File: src/rtl/laikas_stim.sv
// Stimulus generator for the LAIKAS elapsed-time counter:
// fires START/STOP a programmed interval apart, then grades the returned count.
module laikas_stim #(
  parameter int PW     = 3,
  parameter int SETTLE = 4,
  parameter int TOL    = 2
) (
  input  logic        CLOCK_50,
  input  logic        RESET,
  input  logic        GO,
  input  logic        ABORT,
  input  logic [31:0] INTERVAL,
  input  logic [31:0] LAIKAS,
  output logic        START,
  output logic        STOP,
  output logic        BUSY,
  output logic        DONE,
  output logic [31:0] MEAS,
  output logic        ERR
);

  typedef enum logic [2:0] {
    IDLE,
    START_P,
    GAP,
    STOP_P,
    SETTLE_W,
    DONE_S
  } state_t;

  localparam logic [31:0] PW_C   = 32'(PW);
  localparam logic [31:0] MIN_IV = 32'(PW + 1);
  localparam logic [31:0] SET_C  = 32'(SETTLE - 2);

  state_t      state;
  logic [31:0] cnt;
  logic [31:0] iv;
  logic        armed;

  logic [31:0] ieff_in;
  logic [32:0] diff;
  logic [32:0] mag;
  logic        ovr;

  // Difference is taken 33 bits wide so full-scale values never wrap.
  always_comb begin
    ieff_in = (INTERVAL < MIN_IV) ? MIN_IV : INTERVAL;
    diff    = {1'b0, LAIKAS} - {1'b0, iv};
    mag     = diff[32] ? (33'd0 - diff) : diff;
    ovr     = mag > 33'(TOL);
  end

  always_ff @(posedge CLOCK_50 or negedge RESET) begin
    if (!RESET) begin
      state <= IDLE;
      cnt   <= '0;
      iv    <= '0;
      armed <= 1'b0;
      START <= 1'b0;
      STOP  <= 1'b0;
      BUSY  <= 1'b0;
      DONE  <= 1'b0;
      MEAS  <= '0;
      ERR   <= 1'b0;
    end else begin
      armed <= 1'b1;
      if (ABORT && state != IDLE) begin
        state <= IDLE;
        cnt   <= '0;
        START <= 1'b0;
        STOP  <= 1'b0;
        BUSY  <= 1'b0;
        DONE  <= 1'b0;
      end else begin
        unique case (state)
          IDLE: begin
            if (GO && !ABORT && armed) begin
              iv    <= ieff_in;
              cnt   <= PW_C - 32'd1;
              START <= 1'b1;
              BUSY  <= 1'b1;
              state <= START_P;
            end
          end
          START_P: begin
            if (cnt == '0) begin
              START <= 1'b0;
              cnt   <= iv - PW_C - 32'd1;
              state <= GAP;
            end else begin
              cnt <= cnt - 32'd1;
            end
          end
          GAP: begin
            if (cnt == '0) begin
              STOP  <= 1'b1;
              cnt   <= PW_C - 32'd1;
              state <= STOP_P;
            end else begin
              cnt <= cnt - 32'd1;
            end
          end
          STOP_P: begin
            if (cnt == '0) begin
              STOP <= 1'b0;
              if (SETTLE == 1) begin
                MEAS  <= LAIKAS;
                ERR   <= ovr;
                DONE  <= 1'b1;
                state <= DONE_S;
              end else begin
                cnt   <= SET_C;
                state <= SETTLE_W;
              end
            end else begin
              cnt <= cnt - 32'd1;
            end
          end
          SETTLE_W: begin
            if (cnt == '0) begin
              MEAS  <= LAIKAS;
              ERR   <= ovr;
              DONE  <= 1'b1;
              state <= DONE_S;
            end else begin
              cnt <= cnt - 32'd1;
            end
          end
          DONE_S: begin
            DONE  <= 1'b0;
            BUSY  <= 1'b0;
            state <= IDLE;
          end
          default: state <= IDLE;
        endcase
      end
    end
  end

endmodule

File: config.mk
export PLATFORM = sky130hd
export DESIGN_NAME = laikas_stim
export DESIGN_NICKNAME = d
export VERILOG_FILES = /design/src/rtl/laikas_stim.sv
export SDC_FILE = /design/constraint.sdc
export NUM_CORES = 1
export LEC_CHECK = 0
export ABC_AREA = 0
export CAP_MARGIN = 20
export CORE_MARGIN = 5
export CORE_UTILIZATION = 45
export DETAILED_ROUTE_END_ITERATION = 8
export MAX_ROUTING_LAYER = met4
export PLACE_DENSITY = 0.63
export SYNTH_ARGS = -nofsm -noshare
export SYNTH_HDL_FRONTEND = slang
export SYNTH_SLANG_ARGS = --single-unit
File: constraint.sdc
create_clock -name CLOCK_50 -period 5.6 [get_ports CLOCK_50]
set_clock_uncertainty 0.15 [all_clocks]
set_input_delay 0.84 -clock CLOCK_50 [delete_from_list [all_inputs] [get_ports CLOCK_50]]
set_output_delay 0.84 -clock CLOCK_50 [all_outputs]
set_load 0.05 [all_outputs]
* Word level (Yosys, flattened, before mapping)
Index checks and enable logic that the tools add are counted.
** Word-level totals
- Bits in registers :: 105
- Bits of input ports :: 68
- Latch bits :: 0
- ROM bits :: 0
- Bits in writable memories :: 0
- Memories kept :: 0
- Logic and storage cells :: 76
- Output and inout port bits :: 37
** Cells by class
- Bitwise logic cells :: 1
- Equality and inequality tests :: 11
- Reduce and logical (&&, ||, !) cells :: 21
- Muxes and demuxes :: 26
- $lt $le $gt $ge :: 2
- Div/mod/pow operators :: 0
- Add/sub/neg operators :: 5
- Multiply operators :: 0
- Shifts and indexed selects :: 0
** Operators with widths (count)
- 2-to-1 mux 32 bit :: 6
- case mux 32 bit (4 select lines) :: 1
- subtractor 32 x 1 -> 32 bit, second input constant :: 2
- greater-than comparator 33 x 2 -> 1 bit, second input constant :: 1
- 2-to-1 mux 33 bit :: 1
- subtractor 1 x 33 -> 33 bit, first input constant :: 1
- subtractor 32 x 32 -> 33 bit :: 1
- zero test 32 bit :: 1
- < comparator 32 x 3 -> 1 bit, second input constant :: 1
- subtractor 32 x 2 -> 32 bit, second input constant :: 1
- 2-to-1 mux 3 bit :: 6
- inequality test 3 bit, second input constant :: 6
- case mux 3 bit (5 select lines) :: 1
- AND reduction 3 bit :: 5
- nonzero test 3 bit :: 5
- case mux 1 bit (2 select lines) :: 4
- 2-to-1 mux 1 bit :: 7
- == test 3 x 2 -> 1 bit, second input constant :: 2
- == test 3 bit, second input constant :: 2
- AND reduction 5 bit :: 1
- nonzero test 5 bit :: 1
- AND reduction 2 bit :: 2
- == test 3 x 1 -> 1 bit, second input constant :: 1
- logical AND 1 bit :: 3
- 4 further kinds :: 4

* Longest topological paths before layout
- Depth after elaboration :: 6
- Gate-level depth with buffers :: 17
- Gate-level depth less buffers :: 15

* Least setup slack after synthesis
OpenSTA, ideal clock, no wires.
- Kind :: input port to flip-flop
- Start :: in LAIKAS[0]
- End :: reg ERR
- Required time :: 5325 ps
- Path slack :: 1152 ps
- Library setup time :: 125 ps
- Arrival :: 4173 ps
- Stages :: 16
- Path buffers :: 1
- Cells stage by stage :: inv_1 > ha_1 > fa_1 > nand2b_1 > a21bo_2 > a31oi_1 > xor2_1 > or2_1 > clkbuf_1 > nor4_2 > nand2_1 > o31ai_1 > o211ai_1 > or4_1 > nor4_1 > nor2_1
** Between the ends
- Longest elaborated chain between the ends :: 4
** RTL lines
- start, declared :: line 13 : input logic [31:0] LAIKAS,
- subtractor 32 x 32 -> 33 bit (*) :: line 48 : diff = {1'b0, LAIKAS} - {1'b0, iv};
- subtractor 1 x 33 -> 33 bit :: line 49 : mag = diff[32] ? (33'd0 - diff) : diff;
- 2-to-1 mux 33 bit (*) :: line 49
- greater-than comparator 33 x 2 -> 1 bit (*) :: line 50 : ovr = mag > 33'(TOL);
- end signal, assigned :: line 108 : ERR <= ovr;
- end signal, assigned :: line 122 : ERR <= ovr;
- end, declared :: line 19 : output logic ERR
Every way passes the cells marked *; elsewhere a longest branch is shown, timed or not.
A chain may end at the register's enable or synchronous reset.

* Final worst setup path
Same ends and word-level chain as after synthesis.

==> impl_results.md <==
- Die Span Y: 149.8 um
- Critical path fanouts, max: 7
- Synth Area in Compound Gates: 25.12%
- Final setup fails: 0
- Ys async rst share: 100.0%
- Layout cell share with drive strength beyond 1: 7.811%
- Final Wtd Congestion: between 0.9 and 1
- First-pass detailed-route iteration total: 5
- Total CTS buffers: 9
- Yosys reg bits: 105
- Slew margin rel.: about two fifths
- Post-cts resize count: 0
- Placeable core region: 19330 um2
- CTS clk-pin slew, worst paths: 0.08 ns
- Residual DRC: 0
- Synth area leader: dfrtp_1
- WHS Endpoint: MEAS[3]
- Syn Std Cell Area: roughly 8800 um2
- Antenna viol nets, final: 0
- Post-DP HPWL: 21.73 mm
- Hold Startpoint: MEAS[3]
- YS warnings: 0
- Vias after detailed routing: slightly below 9000
- Int Pwr: between 3000 and 4000 uW
- 1st-iter DRT viols: 700
- Final worst path period share: 88.20%
- Highest Clock Rate: 0.2025 GHz
- Postcts setup bufs: 0
- Peak VDD IR: 0.4338 mV
- R2R Path End: ERR
- Worst endpoint required time: 5.70 ns
- Seq/Total Area, Yosys: 29.89%
- Pins Over Slew Limit: 0
- Post-Synth XOR/XNOR Area: 4.284%
- CP endpoint kind: flop
- Switching share of power: 55.07%
- Min-Delay Path Class: reg -> reg
- Crit path DAT: about 5.0 ns
- H-tree lvl count: 3
- Post-Synthesis Cells: 1135
- Antenna cell count: 0
- CTS tree: yes
- Final Hold Slack: 0.3124 ns
- Area grow syn2layout: 18.77%
- Setup WS post-layout: 0.6607 ns
- Post-route minimum period: 4.939 ns
- Fin area: between 10000 and 15000 um2
- GRT overflow: 0
- Filler Cell Count: 1906
- Nets: roughly 1300
- First-pass GRT wire length: 43.95 mm
- RSZ-0062 raised after global routing: false
- Unique masters post-synth: 83
- Critical path type: in -> reg
- Number of port buffers: 104
- Initial antenna violation count: 0
- Clock Power Share: a little under a tenth
- FP Rows: 51
- Clk root buf: clkbuf_16
- Vias in the first global route: approximately 8000
- Drt wl/cell: 18.64 um
- Hold Violations, Final: 0
- Setup WS pre-CTS: 0.2954 ns
- Syn Area/Cell: just under 8 um2
- Die width: approximately 150 um
- Power Density: 677.3 nW/um2
- Mux contribution to synthesized area: 4.782%
- Largest family of logic cells by synthesized area: simple AND/OR/NAND/NOR gates
- TNS Setup: 0 ns
- Hold depth: 2
- Die area: 22430 um2
- Hold-fix buffers, CTS: 0
- TritonCTS Sinks: 105
- Combinational share of power: around 73%
- Global Route Usage Sum: roughly a quarter
- Final WL: 27.85 mm
- DP Area: 10130 um2
- Vias/cell: 5.927
- Syn_nets: 1240
- R2R setup slack: 1.17 ns
- Worst setup SP type: primary input
- Top_reg_cell synth: dfrtp_1
- Top cell type's share of synthesized area: between 20 and 30%
- R2R Path Start: iv[0]
- Worst-Margin Slew: around 0.9 ns
- Post-Synth Simple-Gate Area: 26.15%
- IO Pins: 105
- Pleak: between 0.004 and 0.005 uW
- Post-Synth Adder-Cell Area: 5.352%
- Net switching power: 3895 uW
- Post-synth EDFFs: 0
- Synth area leaders: dfrtp_1 (30%), nand2_1 (7.7%), o21ai_0 (5.8%)
- Largest net degree at the start of global routing: 43
- Starting Density: 45.47%
- Clk Latency, worst-skew pair: 0.36 ns
- CTS max path bufs: 2
- Status: completed
- Reg2Reg Depth: 14
- Power share of the sequential group: 17.9%
- # Max-Cap Violations: 0
[power by group through the flow]
stage | registers, uW | logic (uW) | clock network [uW]
detailed placement | 1280 | 5070 | 0
global placement | 1270 | 5080 | 0
floorplan | 1270 | 3700 | 0
global route | 1310 | 5730 | 686
CTS | 1270 | 5100 | 661
finish | 1270 | 5160 | 647
[metal layers]
| metal | vias to the layer above | GRT usage, % | share of wire [%] |
|---|---|---|---|
| li1 | 4325 | - | - |
| met1 | 4176 | 37.36 | 49 |
| met2 | 317 | 36.20 | 42 |
| met3 | 37 | 4.512 | 7.3 |
| met4 | 0 | 6.587 | 1.8 |
| met5 | - | - | 0 |
[worst max-delay path, stage by stage]
cell             delay (ns)
clkdlybuf4s50_1        0.46
inv_1                  0.05
ha_1                   0.21
fa_1                   0.42
nand2b_1               0.21
a21oi_1                0.17
xnor2_1                0.23
nor3b_2                0.54
nand4_1                0.19
nor3_1                 0.33
o211ai_1               0.23
a21oi_1                0.20
o211ai_1               0.12
or4_1                  0.49
nor4_1                 0.28
nor2_1                 0.07
[metrics by stage]
step	utilization [%]	instances	total power, uW
finish	54.00	1494	7072
global route	54.00	1494	7722
CTS	53.86	1493	7025
detailed placement	52.37	1477	6349
global placement	52.37	1477	6355
floorplan	-	1135	4969
[cell usage after synthesis (14+ instances only)]
| master | instances |
|---|---|
| a21o_1 | 14 |
| a21oi_1 | 91 |
| and2_1 | 14 |
| clkbuf_1 | 40 |
| dfrtp_1 | 105 |
| ha_1 | 36 |
| inv_1 | 52 |
| mux2_2 | 32 |
| nand2_1 | 180 |
| nand3_1 | 30 |
| nor2_1 | 85 |
| nor3_1 | 32 |
| nor4_1 | 27 |
| o21ai_0 | 101 |
| xnor2_1 | 33 |
[layout by cell type, fill, tap and decap left out, drive strengths merged, types with 9 or more instances in the layout]
cell type	netlist	layout
xor2	10	10
o21ai	108	108
and2	15	15
or3	14	14
or2	11	11
ha	36	36
a21boi	9	9
nand2	180	180
a32oi	13	13
mux2	32	32
clkdlybuf4s50	0	103
nor3	33	33
a211oi	11	11
xnor2	33	33
a21oi	91	91
and3	12	12
nor2	86	86
clkbuf	40	11
inv	52	55
o211ai	11	11
o21a	9	9
nand4	14	14
nand2b	12	12
a21o	14	14
nor4	29	29
dfrtp	105	105
nand3	30	30
buf	7	22
[sequential cells by signal, summed over array words and instances (netlist names)]
name,count
STOP,1
cnt,32
DONE,1
armed,1
BUSY,1
START,1
state,3
iv,32
ERR,1
MEAS,32
[worst max-delay path by stage]
stage / start / endpoint / slack (ns)
final: LAIKAS[0] / ERR / 0.66
after global routing: LAIKAS[0] / ERR / 0.15
after CTS: LAIKAS[0] / ERR / 0.67
after detailed placement: LAIKAS[0] / ERR / 0.30
after global placement: LAIKAS[0] / ERR / 0.39
after floorplan: LAIKAS[0] / ERR / 1.15
[kinds of logic (layout without fill, tap and decap cells)]
group                      after synthesis  count (layout)
adders and majority gates               37              37
DFF                                    105             105
other                                    1               1
and+or+nand+nor                        468             468
buffers and inverters                   99             193
AOI/OAI and AO/OA                      344             344
xor gates and xnor gates                43              43
muxes                                   38              38
[layout make-up]
cell class | count | area, um2 | area share [%]
Sequential cell | 105 | 2628 | 25.16
Clock inverter | 5 | 45.04 | 0.4314
Multi-Input combinational cell | 931 | 5783 | 55.39
Tap cell | 265 | 331.6 | 3.176
Clock buffer | 11 | 242.7 | 2.325
Timing Repair Buffer | 125 | 1216 | 11.65
Inverter | 52 | 195.2 | 1.869
Power figures use the tool's default switching activity.
==> edit (config.mk and constraints unchanged) <==
Re-encode `state_t` (6 states) as one-hot, 6 bits wide.
--- a/src/rtl/laikas_stim.sv
+++ b/src/rtl/laikas_stim.sv
@@ -21,9 +21,9 @@
 
-  typedef enum logic [2:0] {
-    IDLE,
-    START_P,
-    GAP,
-    STOP_P,
-    SETTLE_W,
-    DONE_S
+  typedef enum logic [5:0] {
+    IDLE     = 6'b000001,
+    START_P  = 6'b000010,
+    GAP      = 6'b000100,
+    STOP_P   = 6'b001000,
+    SETTLE_W = 6'b010000,
+    DONE_S   = 6'b100000
   } state_t;
Function: same outputs for any inputs over 10 cycles, from zero or initial values and one cycle with RESET low; not proved beyond that.
==> edit against the unedited design <==
- synthesized area up 1.7%
- sequential cell count up 3
- synthesized cell count up 2.6%
- design area up 2.0%
- wire length up 4.8%
- worst setup slack better by 0.061 ns
Power is not compared: it rests on default switching activity, and its combinational part moved more than twofold at a synthesized area within 25%.
==> edit: results (changes against the unedited design) <==
WL met3: 1080 um (was 2040 um)
Largest net degree at the start of global routing: 69 (was 43)
Layout cell share with drive strength beyond 1: 6.88% (was 7.81%)
Status: complete, no violations (unchanged)
Sequential fraction of the synthesis area: 30.2% (was 29.9%)
Nets: 1,364 (was 1,329)
Total GRT Usage: 26.5% (was 25.4%)
GR met1 Demand/Resource: 33.8% (was 37.4%)
Synthesized Nets: 1,270 (was 1,240)
Synth Warn #: 0 (unchanged)
Main synth FF type: dfrtp_1 (unchanged)
Via/cell ratio: 5.93 (about the same)
Xor-xnor portion of the synthesized cell area: 5.09% (was 4.28%)
Reg-to-reg critical path endpoint: ERR (unchanged)
DR WL met2: 14,500 um (was 11,600 um)
Ranking of synthesized cells by area: dfrtp_1 (30%), nand2_1 (9.2%), o21ai_0 (6.3%) (was dfrtp_1 (30%), nand2_1 (7.7%), o21ai_0 (5.8%))
First-pass detailed-route iteration total: 6 (was 5)
DR vias: 9,071 (was 8,855)
Gpl congestion: 0.924 (was 0.900)
Vias in the first global route: 8,682 (was 8,062)
GRT met2 Usage: 44.5% (was 36.2%)
Mapped Cells: 1,165 (was 1,135)
CTS max path bufs: 2 (unchanged)
HPWL after DPL: 23,000 um (was 21,700 um)
CP peak stage delay: 0.50 ns (was 0.54 ns)
First-pass GRT wire length: 46,500 um (was 44,000 um)
CP max FO: 11 (was 7)
Biggest regs: MEAS x32, cnt x32, iv x32 (unchanged)
Final hold slack: 0.327 ns (was 0.312 ns)
DP Area: 0.0103 mm^2 (was 0.0101 mm^2)
GR Overflow Total: 0 (unchanged)
Synth Area in Adders: 5.26% (was 5.35%)
Reg-to-Reg Start: iv[0] (unchanged)
Lkg Pwr: 4.46 nW
WP data arrival: 4.97 ns (was 5.04 ns)
HP Class: reg -> reg (unchanged)
Met1 WL: 12,800 um (was 13,700 um)
Slew @ Worst Pin: 1.07 ns (was 0.881 ns)
Initial drt markers: 556 (was 700)
R2R depth: 17 (was 14)
Dpl cells: 1,513 (was 1,477)
Setup bufs post-CTS: 0 (unchanged)
Mux contribution to synthesized area: 0.714% (was 4.78%)
Complex-gate fraction of the synthesized area: 26.6% (was 25.1%)
Crit-path slowest cell: a21oi_1 (was nor3b_2)
Yosys cell types: 92 (was 83)
Max VDD drop: 0.000158 V
FFs w/ async S/R, synth: 100% (unchanged)
Min-Delay Endpoint: MEAS[24] (was MEAS[3])
Hold Crit Start: MEAS[24] (was MEAS[3])
Reg2Reg Setup Slack: 1.06 ns (was 1.17 ns)
WL/cell: 19.1 um (was 18.6 um)
Clk_lat worst skew: 0.36 ns (about the same)
Initial antenna violation count: 1 (was 0)
Hold path depth: 2 (unchanged)
Highest Signal Layer: met4 (unchanged)
Grt met3 use: 2.75% (was 4.51%)
Clock slew at reported path FFs: 0.07 ns
Port-buffer cells: 104 (unchanged)
Commonest cells post-synth: nand2_1 (219), o21ai_0 (112), dfrtp_1 (107) (was nand2_1 (180), dfrtp_1 (105), o21ai_0 (101))
==> edit: cell count changes after synthesis, moves of 7 or more <==
cell | before | now
a32oi_1 | 13 | 4
a22o_1 | 7 | 18
a21oi_1 | 91 | 69
nand2_1 | 180 | 219
xnor2_1 | 33 | 42
and3_1 | 12 | 5
nor3_1 | 32 | 44
o21ai_0 | 101 | 112
mux2_2 | 32 | 1
==> edit: cell type report <==
| type | instances | area (um^2) |
|---|---|---|
| fill | 1946 | 8870 |
| clock buffer | 10 | 229 |
| antenna | 1 | 2.50 |
| clock inverter | 6 | 71.3 |
| tap | 265 | 332 |
| sequential | 108 | 2700 |
| inverter | 48 | 180 |
| multi-input combinational | 961 | 5890 |
| timing repair buffer | 131 | 1240 |
==> edit: per-stage QoR <==
stage	utilization (%)	setup slack (ns)
after global placement	53.0	0.377
final	54.5	0.722
after floorplan	-	1.19
after detailed placement	53.0	0.335
after CTS	54.5	0.711
after global routing	54.5	0.460
==> edit: how the worst max path moves through the flow <==
stage / cells after the start / end / slack (ns) / startpoint
floorplan: 16 / ERR / 1.19 / LAIKAS[0]
global placement: 18 / ERR / 0.38 / LAIKAS[0]
detailed placement: 18 / ERR / 0.34 / LAIKAS[0]
CTS: 18 / ERR / 0.71 / LAIKAS[0]
global route: 18 / ERR / 0.46 / LAIKAS[0]
finish: 19 / ERR / 0.72 / LAIKAS[0]
==> edit: report_power, final <==
part	internal [W]	switching, W	total [W]
Clock	0.000354	0.000323	0.000677
Combinational	0.000629	0.00106	0.00169
Sequential	0.000834	0.0000581	0.000892
==> edit: critical path: cells and delay by family <==
family                   cells  cell delay (ns)
AO/OA/AOI/OAI               10             2.30
adder cells (fa/ha/maj)      2             0.44
buffers and inverters        5             1.11
AND/OR/NAND/NOR              2             0.28
